--- config.mk ---
export PLATFORM = sky130hd
export DESIGN_NAME = colour_arbiter
export DESIGN_NICKNAME = d
export VERILOG_FILES = /design/src/rtl/colour_arbiter.sv
export SDC_FILE = /design/constraint.sdc
export NUM_CORES = 1
export LEC_CHECK = 0
export BUFFER_PORTS_ARGS = -buffer_cell sky130_fd_sc_hd__buf_4
export CAP_MARGIN = 40
export CORE_ASPECT_RATIO = 1.4
export CORE_MARGIN = 1
export CORE_UTILIZATION = 40
export DETAILED_ROUTE_END_ITERATION = 12
export GPL_TIMING_DRIVEN = 0
export PLACE_DENSITY = 0.68
export SETUP_SLACK_MARGIN = 0.4
export SLEW_MARGIN = 10
export SYNTH_ARGS = -nofsm -noshare
export SYNTH_HDL_FRONTEND = slang
export SYNTH_SLANG_ARGS = --single-unit
--- constraint.sdc ---
create_clock -name clk -period 1.89 [get_ports clk]
set_input_delay 0 -clock clk [delete_from_list [all_inputs] [get_ports clk]]
set_output_delay 0 -clock clk [all_outputs]
set_load 0.1 [all_outputs]
--- src/rtl/colour_arbiter.sv ---
// colour_arbiter: round-robin arbiter sharing one colour-to-rgb converter between two requesters
//   clk, rst_n           : clock, asynchronous active-low reset
//   i_req_a/b            : request lines; i_colour_a/b 3-bit colour codes
//   o_ack_a/b            : one-cycle completion pulses
//   o_rgb_out            : rgb of the most recent completed transaction
//   o_busy               : high while a transaction is in flight
//   o_conv_enable/colour : drive the shared converter; i_conv_rgb is its result
module colour_arbiter #(
  parameter int LATENCY = 1
) (
  input  logic        clk,
  input  logic        rst_n,
  input  logic        i_req_a,
  input  logic        i_req_b,
  input  logic [2:0]  i_colour_a,
  input  logic [2:0]  i_colour_b,
  input  logic [23:0] i_conv_rgb,
  output logic        o_ack_a,
  output logic        o_ack_b,
  output logic [23:0] o_rgb_out,
  output logic        o_busy,
  output logic        o_conv_enable,
  output logic [2:0]  o_conv_colour
);
  typedef enum logic [1:0] {IDLE, ISSUE, WAIT, DONE} state_t;
  state_t      r_state;
  logic        r_grant_b;
  logic        r_last_b;
  logic [2:0]  r_cnt;
  logic [23:0] r_rgb;
  logic        r_ack_a;
  logic        r_ack_b;
  logic        r_conv_en;
  logic [2:0]  r_conv_colour;
  logic        w_pick_b;
  // B wins when alone, or when both request and A was granted last
  assign w_pick_b      = i_req_b && (!i_req_a || !r_last_b);
  assign o_ack_a       = r_ack_a;
  assign o_ack_b       = r_ack_b;
  assign o_rgb_out     = r_rgb;
  assign o_busy        = r_state != IDLE;
  assign o_conv_enable = r_conv_en;
  assign o_conv_colour = r_conv_colour;
  always_ff @(posedge clk or negedge rst_n) begin
    if (!rst_n) begin
      r_state       <= IDLE;
      r_grant_b     <= 1'b0;
      r_last_b      <= 1'b1;
      r_cnt         <= 3'd0;
      r_rgb         <= 24'h000000;
      r_ack_a       <= 1'b0;
      r_ack_b       <= 1'b0;
      r_conv_en     <= 1'b0;
      r_conv_colour <= 3'b000;
    end else begin
      r_ack_a   <= 1'b0;
      r_ack_b   <= 1'b0;
      r_conv_en <= 1'b0;
      case (r_state)
        IDLE: if (i_req_a || i_req_b) begin
          // the converter colour register doubles as the latched request colour
          r_grant_b     <= w_pick_b;
          r_last_b      <= w_pick_b;
          r_conv_colour <= w_pick_b ? i_colour_b : i_colour_a;
          r_conv_en     <= 1'b1;
          r_state       <= ISSUE;
        end
        ISSUE: begin
          r_cnt   <= 3'(LATENCY);
          r_state <= WAIT;
        end
        WAIT: if (r_cnt == 3'd1) begin
          r_rgb   <= i_conv_rgb;
          r_ack_a <= !r_grant_b;
          r_ack_b <= r_grant_b;
          r_state <= DONE;
        end else begin
          r_cnt <= r_cnt - 3'd1;
        end
        default: r_state <= IDLE;
      endcase
    end
  end
endmodule

[Word level (Yosys, flattened, before mapping)]
Cells that the tools add are included.
Storage, ports and cells
  flip-flop bits (word level): 37
  bits in latches: 0
  memory bits (writable): 0
  bits in read-only memories: 0
  input port bits: 34
  output and inout bits: 31
  word-level logic and storage cells: 41
  memories: 0
Operators by class
  add/subtract/negate cells: 1
  multiply operators: 0
  divide/modulo/power cells: 0
  $lt $le $gt $ge: 0
  eq/ne operators: 6
  shift operators: 0
  mux-type cells: 12
  bitwise gates (word level): 0
  reduce and logical (&&, ||, !) cells: 13
Operators with widths (number)
  $reduce_and A2 Y1: 4
  $mux W1: 6
  $mux W3: 2
  $ne A2 B2 Y1 const B: 3
  $pmux W2 S3: 1
  $pmux W3 S2: 1
  $mux W2: 2
  $reduce_bool A2 Y1: 2
  $eq A3 B1 Y1 const B: 1
  $logic_not A1 Y1: 3
  $sub A3 B1 Y3 const B: 1
  $eq A2 B1 Y1 const B: 1
  $eq A2 B2 Y1 const B: 1
  $logic_not A2 Y1: 1
  $logic_or A1 B1 Y1: 2
  $logic_and A1 B1 Y1: 1

[Longest topological paths before layout]
Gate-level depths: netlist of run 1.
  depth after elaboration: 4
  depth in mapped cells: 7
  depth with buffers taken out: 5

[Least setup slack after synthesis of run 1]
OpenSTA, ideal clock, no wires.
  path kind: register to register
  start point: register r_state[0]
  end point: register r_rgb[0] (netlist: o_rgb_out[0])
  arrival: 1.506 ns
  data required time: 1.765 ns
  setup slack: 0.258 ns
  cell stages (with the launch flop): 8
  buffers on the path: 2
  period minus slack after synthesis: 1.632 ns
  cell sequence: dfrtp_1 > inv_1 > ha_1 > inv_2 > or2_1 > buf_6 > buf_12 > mux2_4
On the way
  longest elaborated chain between the ends: 2
RTL lines
  start, declared: line 26  | state_t r_state;
  start signal, assigned: line 46  | r_state <= IDLE;
  start signal, assigned: line 66  | r_state <= ISSUE;
  start signal, assigned: line 70  | r_state <= WAIT;
  $eq A2 B2 Y1: line 59  | case (r_state)
  $reduce_and A2 Y1 (no source line)
  end signal, assigned: line 73  | r_rgb <= i_conv_rgb;
  end, declared: line 30  | logic [23:0] r_rgb;
Every way passes these cells.
A chain may end at the register's enable or synchronous reset.

[Worst setup path after layout of run 1]
  start point: register r_state[0]
  end point: register r_rgb[14] (netlist: o_rgb_out[14])
The elaborated chain is that of the path after synthesis.

==> flow_summary.json, run 1 <==
{
  "io_pins": 65,
  "syn_nets": 148,
  "cts_buffers": 5,
  "report.final.slew_viol_count": 0,
  "path_clk_slew_ns": 0.07,
  "vias": 1243,
  "seq_area_frac_synth_pct": 57.18,
  "grt_overflow_total": 0,
  "initial_core_util_pct": 41.38,
  "finalWirelength_um": 4067,
  "hp-class": "in2reg",
  "synth.avg_cell_area_um2": 14.88,
  "die_x_um": 55.81,
  "crit_type": "reg2reg",
  "worst-path-max-fanout": 6,
  "drive_gt1_share_pct": 56.56,
  "finalHoldViolCount": 0,
  "start_kind": "register",
  "worst_pin_slew_ns": 0.4681,
  "setup_viol": 0,
  "grt_pass1_wl_um": 6568,
  "status": "complete, no violations",
  "regArea_um2": 927.1,
  "grt_pass1_vias": 1356,
  "drc_errors": 0,
  "final_core_util_pct": 68.65,
  "cp-end-kind": "register",
  "drv_cap": 0,
  "finalCritPeriodShare_pct": 83.19,
  "clkLatencyLatePin_ns": 0.29,
  "die_height_um": 77.34,
  "diodes": 0,
  "fin_skew_ns": 0.003765,
  "max-slew-margin-rel_pct": 68.79,
  "cts-htree-levels": 2,
  "fin_cells": 264,
  "cp.required_ns": 2.06,
  "root_buffer": "clkbuf_8",
  "ys_warn_count": 0,
  "synthToLayoutAreaGrowth_pct": 65.90,
  "place_congestion": 0.7113,
  "arrival_ns": 1.74,
  "ys_types": 24,
  "final_cell_mix": "buf_4 (76), dfrtp_1 (36), dlygate4sd3_1 (26)",
  "fmax_mhz": 636.0,
  "netlist_instances": 109,
  "numClockSinks": 37,
  "io_buffers": 64,
  "grt_usage_pct": 20.57,
  "grt_antenna_before_repair": 0,
  "whs_ns": 0.005218,
  "multiInputGateArea_um2": 655.6,
  "core-area_mm2": 0.003919,
  "dp.cells": 216,
  "rows": 27,
  "fin_tns_setup_ns": 0,
  "nNetsFinal": 259,
  "ant_nets": 0,
  "die_area_mm2": 0.004316,
  "nFillCells": 276,
  "dr.pass1.iters": 3,
  "clock_path_buffers": 2,
  "hpwl_um": 2381,
  "period_minus_slack_ns": 1.572,
  "drtIter0Drc": 26,
  "grt_max_degree": 38,
  "rsz0062_at_grt": "yes",
  "cts_tree": "yes",
  "final_common_cell": "buf_4",
  "via_per_inst": 4.708,
  "netlist_area_mm2": 0.001622,
  "ys_ff_latch": 37,
  "wl_per_cell_um": 15.41
}
-- metal layers --
metal	GRT usage, %	vias to the layer above	wire length, um
li1	-	592	-
met1	20.40	597	1434
met2	39.76	48	2403
met3	5.000	6	172
met4	8.780	0	57
met5	0	-	0
-- stage by stage --
stage	instance area, um2	setup slack [ns]
CTS	2658	0.3324
detailed placement	2161	0.1892
global placement	2161	0.2381
floorplan	1627	0.2918
finish	2690	0.3177
global route	2690	0.2735
-- critical path: stages (launching register included) --
cell and delay [ns]:
dfrtp_1 0.40, inv_2 0.08, ha_4 0.14, inv_4 0.03
or2_1 0.22, buf_6 0.16, buf_12 0.14, mux2_4 0.29
-- state kept, by name, summed over array words and instances (netlist names) --
register       flops
o_rgb_out         24
o_conv_colour      3
r_cnt              3
r_state            2
o_ack_a            1
o_ack_b            1
o_conv_enable      1
r_grant_b          1
r_last_b           1
-- Yosys cell counts, drive strengths merged --
library cell | n | area share (%)
a31oi | 1 | 0.39
dfstp | 1 | 1.6
o22a | 1 | 0.62
o21ai | 1 | 0.31
a21boi | 1 | 0.46
buf | 3 | 3.2
or2 | 1 | 0.39
ha | 5 | 3.9
dfrtp | 36 | 56
clkbuf | 1 | 0.23
nand2 | 3 | 0.69
inv | 7 | 1.6
mux2i | 6 | 3.7
a21oi | 5 | 1.5
nor2 | 7 | 1.6
o21a | 1 | 0.46
a21o | 1 | 0.54
a22oi | 1 | 0.46
nand2b | 1 | 0.85
o22ai | 1 | 0.39
mux2 | 25 | 22
-- final timing paths --
path	startpoint	cells past startpoint	slack, ns	endpoint
max	r_state[0]$_DFFE_PN0P_	7	0.32	o_rgb_out[14]$_DFFE_PN0P_
min	i_colour_a[1]	3	0.005	o_conv_colour[1]$_DFFE_PN0P_
max reg2reg	r_state[0]$_DFFE_PN0P_	7	0.32	o_rgb_out[14]$_DFFE_PN0P_
min reg2reg	r_grant_b$_DFFE_PN0P_	1	0.42	o_ack_a$_DFF_PN0_
max in group asynchronous	rst_n	2	1.34	r_last_b$_DFFE_PN1P_
min in group asynchronous	rst_n	2	0.21	o_rgb_out[20]$_DFFE_PN0P_
-- what timing repair did --
action	CTS	global route
pin swaps	2	0
hold buffers	26	0
gates resized for setup	8	4
setup buffers	10	2
endpoints found under the setup margin	25	31
endpoints found under the hold margin	61	0
gates cloned	2	0
-- area by class of cell --
cell class                      instances  share of cell area, %
Sequential cell                        37                  34.47
Timing Repair Buffer                  104                  32.93
Multi-Input combinational cell         61                  24.37
Clock buffer                            6                  2.698
Buffer                                  4                  2.093
Tap cell                               43                  2.000
Inverter                                7                  1.070
Clock inverter                          2                 0.3721
-- cells by family after synthesis --
| kind of cell | share of synthesized area, % |
|---|---|
| AND/OR/NAND/NOR | 3.550 |
| multiplexers | 25.23 |
| flip-flops | 57.18 |
| AO/OA/AOI/OAI | 5.170 |
| adder cells (fa/ha/maj) | 3.858 |
| buffers and inverters | 5.015 |
Power of run 1 is not shown: default switching activity piles up to over one toggle a cycle in this logic, so the estimate is an artifact.
==> run 2, diff against run 1 <==
clock period = 1.6 ns   (was 1.89 ns; I/O delays follow)
==> flow_summary.json, run 2 (synthesis gave the netlist of run 1 again) <==
{
  "status": "finished with violations",
  "violations": "negative setup slack",
  "diodes": 0,
  "nFillCells": 254,
  "fin_cells": 273,
  "rrSetupSlack_ns": -0.01,
  "nNetsFinal": 268,
  "fin_ws_ns": -0.01470,
  "rows": 27,
  "holdPathStages": 3,
  "finalCritPeriodShare_pct": 100.9,
  "finalHoldViolCount": 0,
  "drc_errors": 0,
  "grt_usage_pct": 19.72,
  "grt_overflow_total": 0,
  "synthToLayoutAreaGrowth_pct": 81.48,
  "numClockSinks": 37,
  "place_ws_ns": -0.09800,
  "r2r-start": "r_state[0]$_DFFE_PN0P_",
  "place_congestion": 0.7486,
  "period_minus_slack_ns": 1.615,
  "startpoint": "r_state[0]$_DFFE_PN0P_",
  "setup_viol": 11,
  "root_buffer": "clkbuf_8",
  "max-slew-margin-rel_pct": 68.86,
  "crit_end": "o_rgb_out[8]$_DFFE_PN0P_",
  "ant_nets": 0,
  "path_clk_slew_ns": 0.07,
  "grt_pass1_vias": 1341,
  "worst_pin_slew_ns": 0.4671,
  "grt_max_degree": 38,
  "clock_path_buffers": 2,
  "cts_buffers": 5,
  "arrival_ns": 1.78,
  "initial_core_util_pct": 41.38,
  "fmax_mhz": 619.3,
  "cts_tree": "yes",
  "vias": 1308,
  "report.final.slew_viol_count": 0,
  "drv_cap": 0,
  "die_area_mm2": 0.004316,
  "worstReg2RegEnd": "o_rgb_out[8]$_DFFE_PN0P_",
  "finalWirelength_um": 4252,
  "io_buffers": 64,
  "r2r_cells": 7,
  "grt_antenna_before_repair": 0,
  "final_common_cell": "buf_4",
  "dr.pass1.iters": 4,
  "wl_per_cell_um": 15.58,
  "via_per_inst": 4.791,
  "largest_reg_flops": 24,
  "clkLatencyLatePin_ns": 0.29,
  "rsz0062_at_grt": "yes",
  "dp.cells": 216,
  "grt_pass1_wl_um": 6527,
  "cts-htree-levels": 2,
  "die_height_um": 77.34,
  "placed_area_mm2": 0.002166,
  "die_x_um": 55.81,
  "drive_gt1_share_pct": 66.09,
  "drtIter0Drc": 18,
  "design_area_mm2": 0.002943,
  "final_cell_mix": "buf_4 (76), dfrtp_1 (35), dlygate4sd3_1 (26)",
  "crit_type": "reg2reg",
  "core-area_mm2": 0.003919,
  "worst-path-max-fanout": 6,
  "cp.required_ns": 1.77,
  "fin_skew_ns": 0.007592,
  "cp-end-kind": "register",
  "io_pins": 65,
  "hp-class": "in2reg",
  "final_core_util_pct": 75.10,
  "start_kind": "register"
}
-- run 2: timing repair --
action / CTS / global route
cloned: 2 / 0
buffers inserted: 13 / 8
gates resized for setup: 19 / 32
hold buffers: 26 / 0
endpoints found under the hold margin: 61 / 0
pin swaps: 5 / 7
endpoints found under the setup margin: 34 / 38
-- run 2: cell type report --
cell class,instances,area (um2),area share [%]
inverters,7,35.03,1.190
repair buffers,113,999.7,33.97
plain buffers,4,66.31,2.253
clock inverters,1,30.03,1.020
well taps,43,53.80,1.828
multi-input cells,61,743.2,25.26
flip-flops and latches,37,928.4,31.55
clock buffers,7,86.33,2.934
-- run 2: worst max-delay path, stage by stage (launching register included) --
cell and delay (ns):
dfrtp_1 0.40, inv_2 0.09, ha_4 0.15, inv_4 0.03, or2_1 0.23, buf_6 0.16, buf_16 0.14, mux2_4 0.29
-- run 2: stage by stage --
stage / TNS [ns] / hold slack, ns
2_1_floorplan: 0 / -0.2956
3_3_place_gp: -0.9500 / -0.02190
3_5_place_dp: -1.575 / -0.01115
4_1_cts: 0 / 0.02124
5_1_grt: -0.5054 / 0.02923
6_report: -0.07854 / 0.01813
-- run 2: per-layer routing --
| metal | global-route usage, % | part of all wire, % | wire [um] |
|---|---|---|---|
| met5 | 0 | 0 | 0 |
| met3 | 3.500 | 3.6 | 154 |
| met2 | 35.30 | 55 | 2336 |
| met4 | 8.049 | 1.8 | 78 |
| met1 | 23.15 | 40 | 1682 |
-- run 2: worst min-delay path by stage --
stage | slack (ns) | startpoint | to
after floorplan | -0.30 | rst_n | o_ack_a$_DFF_PN0_
after global placement | -0.02 | rst_n | o_rgb_out[12]$_DFFE_PN0P_
after detailed placement | -0.01 | rst_n | o_rgb_out[15]$_DFFE_PN0P_
after CTS | 0.02 | i_req_b | r_last_b$_DFFE_PN1P_
after global routing | 0.03 | i_req_b | r_last_b$_DFFE_PN1P_
final | 0.02 | i_req_b | r_last_b$_DFFE_PN1P_
Power of run 2 is left out for the same reason.
==> run 3, diff against run 2 <==
clock period = 1.85 ns   (was 1.6 ns; I/O delays follow)
==> flow_summary.json, run 3 (synthesis gave the netlist of run 1 again) <==
{
  "grt_pass1_vias": 1356,
  "worst_pin_slew_ns": 0.4675,
  "die_height_um": 77.34,
  "io_buffers": 64,
  "die_x_um": 55.81,
  "clkLatencyLatePin_ns": 0.29,
  "dr.pass1.iters": 3,
  "die_area_mm2": 0.004316,
  "finalWirelength_um": 4088,
  "cts_tree": "yes",
  "hp-class": "in2reg",
  "hpwl_um": 2381,
  "vias": 1241,
  "final_common_cell": "buf_4",
  "crit_type": "reg2reg",
  "fin_skew_ns": 0.003233,
  "setup_viol": 0,
  "ant_nets": 0,
  "drv_cap": 0,
  "cp-end-kind": "register",
  "period_minus_slack_ns": 1.573,
  "max-slew-margin-rel_pct": 68.83,
  "path_cells": "inv_2, ha_4, inv_4, or2_1, buf_6, buf_16, mux2_4",
  "wl_per_cell_um": 15.48,
  "synthToLayoutAreaGrowth_pct": 66.74,
  "critPathSlowestCell": "dfrtp_1",
  "nNetsFinal": 259,
  "worst-path-max-fanout": 6,
  "diodes": 0,
  "start_kind": "register",
  "grt_usage_pct": 20.57,
  "cp.depth": 7,
  "core-area_mm2": 0.003919,
  "final_cell_mix": "buf_4 (75), dfrtp_1 (36), dlygate4sd3_1 (26)",
  "cts-htree-levels": 2,
  "cp_num_buf_inv": 4,
  "grt_antenna_before_repair": 0,
  "r2r_cells": 7,
  "r2r-start": "r_state[0]$_DFFE_PN0P_",
  "grt_pass1_wl_um": 6568,
  "fin_tns_setup_ns": 0,
  "report.final.slew_viol_count": 0,
  "path_clk_slew_ns": 0.07,
  "grt_overflow_total": 0,
  "crit_family": "buffers and inverters",
  "finalCritPeriodShare_pct": 85.03,
  "numClockSinks": 37,
  "holdPathStages": 3,
  "root_buffer": "clkbuf_8",
  "io_pins": 65,
  "place_congestion": 0.7113,
  "rsz0062_at_grt": "yes",
  "max_stage_delay_ns": 0.40,
  "grt_max_degree": 38,
  "finalHoldViolCount": 0,
  "fmax_mhz": 635.7,
  "hp-start": "i_colour_a[1]",
  "status": "complete, no violations",
  "rows": 27,
  "largest_reg_flops": 24,
  "via_per_inst": 4.701,
  "cp.required_ns": 2.02,
  "startpoint": "r_state[0]$_DFFE_PN0P_",
  "drtIter0Drc": 22,
  "cts_buffers": 5,
  "clock_path_buffers": 2,
  "initial_core_util_pct": 41.38,
  "drc_errors": 0,
  "drive_gt1_share_pct": 57.47,
  "arrival_ns": 1.75
}
## run 3: changes by cell type in the layout (fill, tap and decap cells not counted), sizes merged
cell	delta
clkinvlp	-1
clkinv	+2
buf	-9
clkbuf	-1
bufinv	-1
inv	+1
## run 3: layer usage
| metal | GRT usage [%] | wire (um) | vias to the layer above |
|---|---|---|---|
| met5 | 0 | 0 | - |
| met3 | 5.000 | 174 | 6 |
| met2 | 39.76 | 2414 | 48 |
| li1 | - | - | 592 |
| met1 | 20.40 | 1443 | 595 |
| met4 | 8.780 | 57 | 0 |
## run 3: worst min-delay path, cell delays in order
cell and delay (ns):
buf_4 0.07, mux2i_1 0.05, a21oi_1 0.13
## run 3: worst paths after layout
kind	to	slack, ns
setup / recovery	o_rgb_out[15]$_DFFE_PN0P_	0.28
hold / removal	o_conv_colour[1]$_DFFE_PN0P_	0.006
setup reg to reg	o_rgb_out[15]$_DFFE_PN0P_	0.28
hold reg to reg	o_ack_a$_DFF_PN0_	0.46
max in group asynchronous	r_last_b$_DFFE_PN1P_	1.30
min in group asynchronous	o_rgb_out[20]$_DFFE_PN0P_	0.21
## run 3: per-stage QoR
stage	area, um2	setup slack (ns)	hold WS, ns	instances	utilization [%]
floorplan	1627	0.2518	-0.2956	109	-
global placement	2161	0.1981	-0.01956	216	55.14
detailed placement	2161	0.1492	-0.01153	216	55.14
CTS	2665	0.2924	0.001835	262	68.01
global route	2704	0.2336	0.03128	264	69.00
finish	2704	0.2769	0.006160	264	69.00
## run 3: cell type report
cell class              count  area, um2
plain buffers               4      56.30
well taps                  43      53.80
fillers                   273       1215
repair buffers            104      889.6
clock inverters             2      10.01
inverters                   7      28.78
flip-flops and latches     37      927.1
multi-input cells          61      665.6
clock buffers               6      72.57
## run 3: timing repair
item / 4_1_cts / 5_1_grt
setup endpoints to repair: 28 / 31
pin swaps: 2 / 1
gates cloned: 2 / 0
hold buffers: 26 / 0
hold endpoints to repair: 61 / 0
gates resized for setup: 10 / 6
setup buffers: 10 / 2
Power of run 3 is left out for the same reason.
